==> config.mk <==
export PLATFORM = sky130hd
export DESIGN_NAME = packet_router
export DESIGN_NICKNAME = d
export VERILOG_FILES = /design/src/rtl/router_pkg.sv /design/src/rtl/router_out_reg.sv /design/src/rtl/packet_router.sv
export SDC_FILE = /design/constraint.sdc
export NUM_CORES = 1
export LEC_CHECK = 0
export CAP_MARGIN = 20
export CORE_MARGIN = 3
export CORE_UTILIZATION = 25
export DETAILED_ROUTE_END_ITERATION = 7
export GPL_ROUTABILITY_DRIVEN = 0
export HOLD_SLACK_MARGIN = 0.06
export PLACE_DENSITY_LB_ADDON = 0.12
export SETUP_SLACK_MARGIN = 0.1
export SLEW_MARGIN = 10
export SYNTH_ARGS = -nofsm -noshare
export SYNTH_HDL_FRONTEND = slang
export SYNTH_SLANG_ARGS = --single-unit
==> constraint.sdc <==
create_clock -name i_clock -period 8 [get_ports i_clock]
set_clock_uncertainty 0.2 [all_clocks]
set_input_delay 1.6 -clock i_clock [delete_from_list [all_inputs] [get_ports i_clock]]
set_output_delay 1.6 -clock i_clock [all_outputs]
set_load 0.01 [all_outputs]
==> src/rtl/router_pkg.sv <==
// router_pkg
//   Shared definitions for the packet router: command encodings, the FSM
//   state type and the layout of the status word.
//
//   Status word layout, LSB first:
//     [CNT_W-1:0]        packet_count
//     [2*CNT_W-1:CNT_W]  error_count
//   The word is zero-extended or truncated to DATA_W.
package router_pkg;

  localparam int CMD_LOOPBACK  = 0;
  localparam int CMD_SLM_WRITE = 1;
  localparam int CMD_STATUS    = 2;

  typedef enum logic [2:0] {
    ST_IDLE,
    ST_LEN,
    ST_FWD,
    ST_DRAIN,
    ST_STATUS
  } state_t;

endpackage

==> src/rtl/router_out_reg.sv <==
// router_out_reg
//   One-entry valid/ready output register. A load captures i_data and raises
//   o_valid. o_valid then holds, together with o_word, until a handshake.
//   o_word keeps its last value after the handshake.
//
// Ports
//   i_clock    system clock
//   i_reset    asynchronous reset, active-low
//   i_load     capture i_data this cycle (only when o_load_ok is high)
//   i_data     word to capture
//   i_ready    downstream accepts o_word this cycle
//   o_valid    o_word is valid
//   o_word     registered output word
//   o_load_ok  register is empty or is being emptied this cycle
module router_out_reg #(
  parameter int W = 32
) (
  input  logic         i_clock,
  input  logic         i_reset,
  input  logic         i_load,
  input  logic [W-1:0] i_data,
  input  logic         i_ready,
  output logic         o_valid,
  output logic [W-1:0] o_word,
  output logic         o_load_ok
);

  always_ff @(posedge i_clock or negedge i_reset) begin
    if (!i_reset) begin
      o_valid <= 1'b0;
      o_word  <= '0;
    end else if (i_load) begin
      o_valid <= 1'b1;
      o_word  <= i_data;
    end else if (o_valid && i_ready) begin
      o_valid <= 1'b0;
    end
  end

  assign o_load_ok = !o_valid || i_ready;

endmodule

==> src/rtl/packet_router.sv <==
// packet_router
//   Reads a length word and N payload words from the show-ahead RX FIFO for
//   each decoded packet. Payload goes to PC_TX (loopback) or SLM_CONFIG
//   (slm write). Bad or oversize packets are drained and counted. Status
//   requests answer with one TX word {error_count, packet_count}.
//
//   state     | meaning
//   ----------+-----------------------------------------------------------
//   ST_IDLE   | waiting for i_packet_fully_decoded
//   ST_LEN    | waiting for and popping the length word
//   ST_FWD    | moving payload words into the selected output register
//   ST_DRAIN  | popping and discarding payload (bad/oversize/status body)
//   ST_STATUS | presenting the status word on TX until accepted
//
// Ports
//   i_clock, i_reset (async, active-low)
//   i_packet_command, i_packet_fully_decoded      packet header from decoder
//   i_rx_fifo_output_word, i_rx_fifo_is_empty_sig RX FIFO head and empty flag
//   o_rx_fifo_next_word_cmd                       FIFO pop strobe
//   o_tx_word, o_tx_valid, i_tx_ready             PC_TX channel
//   o_slm_word, o_slm_valid, i_slm_ready          SLM_CONFIG channel
//   o_busy                                        FSM not in ST_IDLE
//   o_error_count                                 bad/oversize packet count
module packet_router
  import router_pkg::*;
#(
  parameter int DATA_W    = 32,
  parameter int CMD_W     = 2,
  parameter int LEN_W     = 16,
  parameter int MAX_WORDS = 1024,
  parameter int CNT_W     = 16
) (
  input  logic              i_clock,
  input  logic              i_reset,
  input  logic [CMD_W-1:0]  i_packet_command,
  input  logic              i_packet_fully_decoded,
  input  logic [DATA_W-1:0] i_rx_fifo_output_word,
  input  logic              i_rx_fifo_is_empty_sig,
  output logic              o_rx_fifo_next_word_cmd,
  output logic [DATA_W-1:0] o_tx_word,
  output logic              o_tx_valid,
  input  logic              i_tx_ready,
  output logic [DATA_W-1:0] o_slm_word,
  output logic              o_slm_valid,
  input  logic              i_slm_ready,
  output logic              o_busy,
  output logic [CNT_W-1:0]  o_error_count
);

  localparam int REM_W = LEN_W + 1;

  state_t             state;
  logic [CMD_W-1:0]   cmd_q;
  logic [REM_W-1:0]   remaining;
  logic [CNT_W-1:0]   packet_count;
  logic [CNT_W-1:0]   error_count;
  logic               status_pend;

  logic [LEN_W-1:0]   len_n;
  logic [REM_W-1:0]   len_ext;
  logic               oversize;
  logic               is_tx;
  logic               is_slm;
  logic               is_status;
  logic               is_reserved;
  logic               rem_zero;

  logic               tx_load;
  logic               tx_load_ok;
  logic [DATA_W-1:0]  tx_data;
  logic               slm_load;
  logic               slm_load_ok;
  logic               sel_load_ok;
  logic               pop;
  logic [DATA_W-1:0]  status_word;

  assign len_n       = i_rx_fifo_output_word[LEN_W-1:0];
  assign len_ext     = {1'b0, len_n};
  assign oversize    = len_ext > REM_W'(MAX_WORDS);
  assign is_tx       = cmd_q == CMD_W'(CMD_LOOPBACK);
  assign is_slm      = cmd_q == CMD_W'(CMD_SLM_WRITE);
  assign is_status   = cmd_q == CMD_W'(CMD_STATUS);
  assign is_reserved = !(is_tx || is_slm || is_status);
  assign rem_zero    = remaining == '0;
  assign sel_load_ok = is_tx ? tx_load_ok : slm_load_ok;
  assign status_word = DATA_W'({error_count, packet_count});

  // The pop is decoded combinationally so the show-ahead head word is
  // captured by the output register on the same edge that pops it; this is
  // what allows one word per clock through FWD.
  always_comb begin
    pop = 1'b0;
    case (state)
      ST_LEN:   pop = !i_rx_fifo_is_empty_sig;
      ST_FWD:   pop = !i_rx_fifo_is_empty_sig && !rem_zero && sel_load_ok;
      ST_DRAIN: pop = !i_rx_fifo_is_empty_sig && !rem_zero;
      default:  pop = 1'b0;
    endcase
  end

  // The TX register is always empty when STATUS is entered (FWD only exits
  // after its last word is accepted), so the status load needs no load_ok.
  assign tx_load  = (state == ST_FWD && pop && is_tx) ||
                    (state == ST_STATUS && status_pend);
  assign tx_data  = (state == ST_STATUS) ? status_word : i_rx_fifo_output_word;
  assign slm_load = state == ST_FWD && pop && is_slm;

  always_ff @(posedge i_clock or negedge i_reset) begin
    if (!i_reset) begin
      state        <= ST_IDLE;
      cmd_q        <= '0;
      remaining    <= '0;
      packet_count <= '0;
      error_count  <= '0;
      status_pend  <= 1'b0;
    end else begin
      case (state)
        ST_IDLE: begin
          if (i_packet_fully_decoded) begin
            cmd_q <= i_packet_command;
            state <= ST_LEN;
          end
        end
        ST_LEN: begin
          if (!i_rx_fifo_is_empty_sig) begin
            if (len_n == '0) begin
              if (is_status) begin
                status_pend <= 1'b1;
                state       <= ST_STATUS;
              end else begin
                state <= ST_IDLE;
              end
            end else begin
              remaining <= len_ext;
              if (oversize || is_reserved) begin
                error_count <= error_count + CNT_W'(1);
                state       <= ST_DRAIN;
              end else if (is_status) begin
                state <= ST_DRAIN;
              end else begin
                state <= ST_FWD;
              end
            end
          end
        end
        ST_FWD: begin
          if (pop) begin
            remaining <= remaining - REM_W'(1);
          end else if (rem_zero && sel_load_ok) begin
            // last word already gone or handshaking this cycle
            packet_count <= packet_count + CNT_W'(1);
            state        <= ST_IDLE;
          end
        end
        ST_DRAIN: begin
          if (pop) begin
            remaining <= remaining - REM_W'(1);
          end else if (rem_zero) begin
            if (is_status) begin
              status_pend <= 1'b1;
              state       <= ST_STATUS;
            end else begin
              state <= ST_IDLE;
            end
          end
        end
        ST_STATUS: begin
          if (status_pend) begin
            status_pend <= 1'b0;
          end else if (o_tx_valid && i_tx_ready) begin
            state <= ST_IDLE;
          end
        end
        default: state <= ST_IDLE;
      endcase
    end
  end

  router_out_reg #(.W(DATA_W)) u_tx_reg (
    .i_clock   (i_clock),
    .i_reset   (i_reset),
    .i_load    (tx_load),
    .i_data    (tx_data),
    .i_ready   (i_tx_ready),
    .o_valid   (o_tx_valid),
    .o_word    (o_tx_word),
    .o_load_ok (tx_load_ok)
  );

  router_out_reg #(.W(DATA_W)) u_slm_reg (
    .i_clock   (i_clock),
    .i_reset   (i_reset),
    .i_load    (slm_load),
    .i_data    (i_rx_fifo_output_word),
    .i_ready   (i_slm_ready),
    .o_valid   (o_slm_valid),
    .o_word    (o_slm_word),
    .o_load_ok (slm_load_ok)
  );

  assign o_rx_fifo_next_word_cmd = pop;
  assign o_busy                  = state != ST_IDLE;
  assign o_error_count           = error_count;

endmodule
### After elaboration in Yosys (flattened, before gate mapping)

Cells that the tools add are included.

| operators by class | value |
|---|---|
| $lt $le $gt $ge | 1 |
| muxes and demuxes | 30 |
| equality and inequality tests | 17 |
| reduce and logical (&&, ||, !) cells | 36 |
| bitwise gates (word level) | 3 |
| $add $sub $neg | 3 |

Operators with widths:

| operator | count |
|---|---|
| $mux W17 | 3 |
| $pmux W17 S2 | 1 |
| $add A16 B1 Y16 const B | 2 |
| $mux W32 | 1 |
| $mux W3 | 10 |
| $logic_not A17 Y1 | 1 |
| $sub A17 B1 Y17 const B | 1 |
| $gt A16 B11 Y1 const B | 1 |
| $logic_not A16 Y1 | 1 |
| $ne A2 B2 Y1 const B | 8 |
| $pmux W3 S5 | 1 |
| $mux W1 | 12 |
| $logic_and A1 B1 Y1 | 9 |
| $reduce_and A4 Y1 | 2 |
| $reduce_and A8 Y1 | 1 |
| $eq A3 B2 Y1 const B | 2 |
| $logic_or A1 B1 Y1 | 6 |
| $ne A2 B1 Y1 const B | 3 |
| $pmux W1 S3 | 2 |
| $reduce_bool A2 Y1 | 3 |
| $reduce_bool A3 Y1 | 2 |
| $logic_not A1 Y1 | 5 |
| $reduce_and A5 Y1 | 1 |
| $eq A3 B1 Y1 const B | 1 |
| other kinds (9) | 11 |

| storage, ports and cells | value |
|---|---|
| register bits after elaboration | 121 |
| output and inout bits | 84 |
| logic and storage cells | 100 |
| input bits | 40 |

### Depth between registers and ports, before layout

| depth | value |
|---|---|
| word-level depth | 9 |
| mapped depth | 10 |
| mapped depth without buffers | 6 |

### Modules after synthesis

From an unflattened synthesis, not the netlist that was laid out.

| second synthesis, totals | value |
|---|---|
| cells, all modules | 530 |
| area total of the unflattened synthesis | 6,443.7 um2 |

By module, submodules not included:

| module | times used | cells each | area each (um2) | seq. area each (um2) |
|---|---|---|---|---|
| packet_router | 1 | 388 | 3,686.0 | 1,376.3 |
| router_out_reg | 2 | 71 | 1,378.8 | 825.8 |

### Least setup slack after synthesis

Ideal clock, no wire load.

| timing | value |
|---|---|
| kind | input-to-output |
| start | input port i_tx_ready |
| end | output port o_rx_fifo_next_word_cmd |
| required time | 6.200 ns |
| arrival time | 3.172 ns |
| setup slack | 3.028 ns |
| stages | 5 |
| path buffers | 1 |
| cell sequence | or4b_2 -> o211a_1 -> o21ai_1 -> clkbuf_1 -> nor2_1 |

| between the ends | value |
|---|---|
| cells in the longest elaborated chain, start to end | 4 |

RTL lines:

| what | RTL line | text |
|---|---|---|
| from (decl) | packet_router.sv:42 | `input logic i_tx_ready,` |
| $logic_or A1 B1 Y1 | router_out_reg.sv:40 | `assign o_load_ok = !o_valid \|\| i_ready;` |
| $mux W1 | packet_router.sv:85 | `assign sel_load_ok = is_tx ? tx_load_ok : slm_load_ok;` |
| $logic_and A1 B1 Y1 | packet_router.sv:95 | `ST_FWD: pop = !i_rx_fifo_is_empty_sig && !rem_zero && sel_load_ok;` |
| $pmux W1 S3 | packet_router.sv:93 | `case (state)` |
| to (decl) | packet_router.sv:39 | `output logic o_rx_fifo_next_word_cmd,` |

Every way passes these cells.

### Final worst setup path

Same ends and word-level chain as after synthesis.

==> impl_results.md <==
* Run status: complete, no violations
* CTS Buf Count at 17
* Reg-to-reg critical path startpoint: remaining[7]$_DFFE_PN0P_
* Final setup fails at 0
* Critical path buffers and inverters at 3
* Most frequent cells in the layout: clkdlybuf4s50_1, dfrtp_1, mux2_2, mux2_4, xnor2_1
* Worst-margin pin slew at 1.03 ns
* Drt pass-1 iters at 5
* YS warnings at 0
* Initial Utilization at 25.8%
* Global Route Usage Sum at 14.4%
* Layout area overhead at 35.5%
* Hold Path Class: register to register
* Critical path type: primary input to output port
* Syn_nets at 561
* Largest net degree at the start of global routing at 71
* Drt wl/cell at 19.2 um
* Commonest non-fill, non-tap cell in the layout: clkdlybuf4s50_1
* Worst-skew pair later-pin latency at 0.42 ns
* Ys async rst share at 100%
* Placed inst area at 0.00774 mm2
* Die ar. at 0.0266 mm2
* Vias in the first global route at 5,035
* Die width at 163 um
* Syn avg cell area at 11.9 um2
* Layout cell share with drive strength beyond 1 at 23.5%
* Critical path peak fanout at 18
* Nets at 682
* Clock transition at the registers of the reported paths at 0.05 ns
* Routed wire length at 18.6 mm
* Worst path slowest cell: or4b_2
* Hold bufs inserted after CTS at 0
* Synth cell types at 61
* Vias per inst at 4.94
* Fin area at 0.00836 mm2
* Hold Startpoint: packet_count[15]$_DFFE_PN0P_
* Iteration-0 DRC Markers at 350
* #FFs+latches synth at 121
* Setup TNS at 0 ns
* Crit path launch: i_tx_ready
* Crit share post-route at 71.0%
* Clk sinks at 121
* I/O pins at 124
* Relative slew slack at 30.7%
* Detail Placement HPWL at 12.6 mm
* Mapped Cells at 517
* Die height at 163 um
* WP data required at 6.20 ns
* Cell mode on critical path: clkdlybuf4s50_1
* Global-route wire length before repair at 29.5 mm
* CTS root buf: clkbuf_16
* Port Buffers at 123
* Detail Route Antenna Nets at 0
* Final Hold Fails at 0
* Startpoint types: primary input
* Max-slew violations at 0
* CTS tree: done
* # Max-Cap Violations at 0
* Crit-path cells: clkdlybuf4s50_1 -> or4b_2 -> o211a_1 -> o21ai_1 -> buf_4 -> nor2_1 -> clkdlybuf4s50_1
* Antenna diode count at 0
* Post-route DRC at 0
* H-tree level count at 4
* Synth Flop Type: dfrtp_1
* # Post-CTS Setup Buffers at 0
* Pwr per Cell Area at 355 mW/mm2
* Crit path arrival time at 3.88 ns
* CP max stage delay at 0.64 ns
* Fmax at 176 MHz
* Row Count at 56
* Grt ovf at 0
* Post-CTS resize count at 0
* Worst Setup End Kind: output port
* Register area share after synthesis at 49.1%
* Peak supply drop at 0.000145 V
* RSZ-0062 raised after global routing: no
* Via count at 4,790
* Synth Cell Area at 0.00617 mm2
* Pleak at 3.43 nW
* Longest Clk Path Bufs at 2
* Core area at 0.0239 mm2
* Min Tclk post-route at 5.68 ns
* Initial antenna violation count at 0
* Number of enable flip-flop cells after synthesis at 0
* Largest delay share family, worst path: buffers and inverters
==> synthesized netlist by cell type (all sizes together) (4+ instances only) <==
cell	count	area, um2
dfrtp	121	3030
a2bb2oi	5	43.8
o21ai	15	75.1
clkbuf	19	71.3
o2111ai	12	105
nand2	16	60.1
o22a	6	52.6
xnor2	25	219
and2	7	43.8
nor4	8	50.1
a21oi	9	45.0
ha	4	50.1
nand4	9	56.3
nor4b	4	35.0
and3	12	75.1
mux2	100	1230
nand3	13	65.1
nand2b	4	25.0
nor3	10	50.1
nor2	25	93.8
a211oi	12	90.1
a31oi	4	25.0
or4	5	41.3
xor2	5	43.8
buf	10	73.8
inv	11	41.3
==> stage by stage <==
stage               util [%]  std cells  setup slack (ns)  hold WS [ns]  power (mW)
global route            35.0        970              2.23         0.285        3.14
finish                  35.0        970              2.32         0.267        2.97
detailed placement      32.4        937              2.33         0.255        2.17
CTS                     34.9        969              2.31         0.267        3.00
floorplan                  -        517              3.03         0.236        1.61
global placement        32.3        936              2.36         0.257        2.15
==> routing by layer <==
metal | vias up | routed length, um | part of all wire, % | global-route usage, %
met1 | 2454 | 8340 | 45 | 18.9
met5 | - | 0 | 0 | 0
met3 | 19 | 1100 | 5.9 | 4.54
met2 | 145 | 8910 | 48 | 22.7
met4 | 0 | 238 | 1.3 | 4.31
li1 | 2172 | - | - | -
==> cell type report <==
class                      instances  area, um2
multi-input combinational        356       2980
fill                            2354      15500
clock buffer                      18        429
inverter                          11       41.3
sequential                       121       3030
timing repair buffer             131       1310
tap                              319        399
clock inverter                    14        174
==> kinds of logic (layout without fill, tap and decap cells) <==
kind of cell | Yosys count | count (layout) | share of synthesized area (%)
simple gates | 127 | 127 | 11.3
flops | 121 | 121 | 49.1
mux | 101 | 101 | 20.2
compound gates | 92 | 92 | 11.0
buf+inv | 40 | 174 | 3.02
xor+xnor | 30 | 30 | 4.26
fa+ha+maj | 6 | 6 | 1.14
==> flip-flops by register name (all words and copies together) (netlist names) <==
signal and cells:
u_slm_reg.o_word 32, u_tx_reg.o_word 32, remaining 17, o_error_count 16, packet_count 16, state 3
cmd_q 2, status_pend 1, u_slm_reg.o_valid 1, u_tx_reg.o_valid 1
==> power breakdown <==
| group | total [mW] | switching [mW] | internal, mW |
|---|---|---|---|
| Combinational | 1.15 | 0.500 | 0.647 |
| Sequential | 1.02 | 0.184 | 0.832 |
| Clock | 0.803 | 0.311 | 0.492 |
| Total | 2.97 | 0.995 | 1.97 |
==> final timing paths <==
kind                       depth (start not counted)                         endpoint  slack [ns]
max                                                7          o_rx_fifo_next_word_cmd        2.32
min                                                1     packet_count[15]$_DFFE_PN0P_        0.27
max reg2reg                                        6  u_tx_reg.o_word[30]$_DFFE_PN0P_        4.71
min reg2reg                                        1     packet_count[15]$_DFFE_PN0P_        0.27
max in group asynchronous                          2  u_tx_reg.o_word[13]$_DFFE_PN0P_        5.16
min in group asynchronous                          1  u_slm_reg.o_word[7]$_DFFE_PN0P_        1.03
Note: power is estimated with default switching activity, not from simulation.
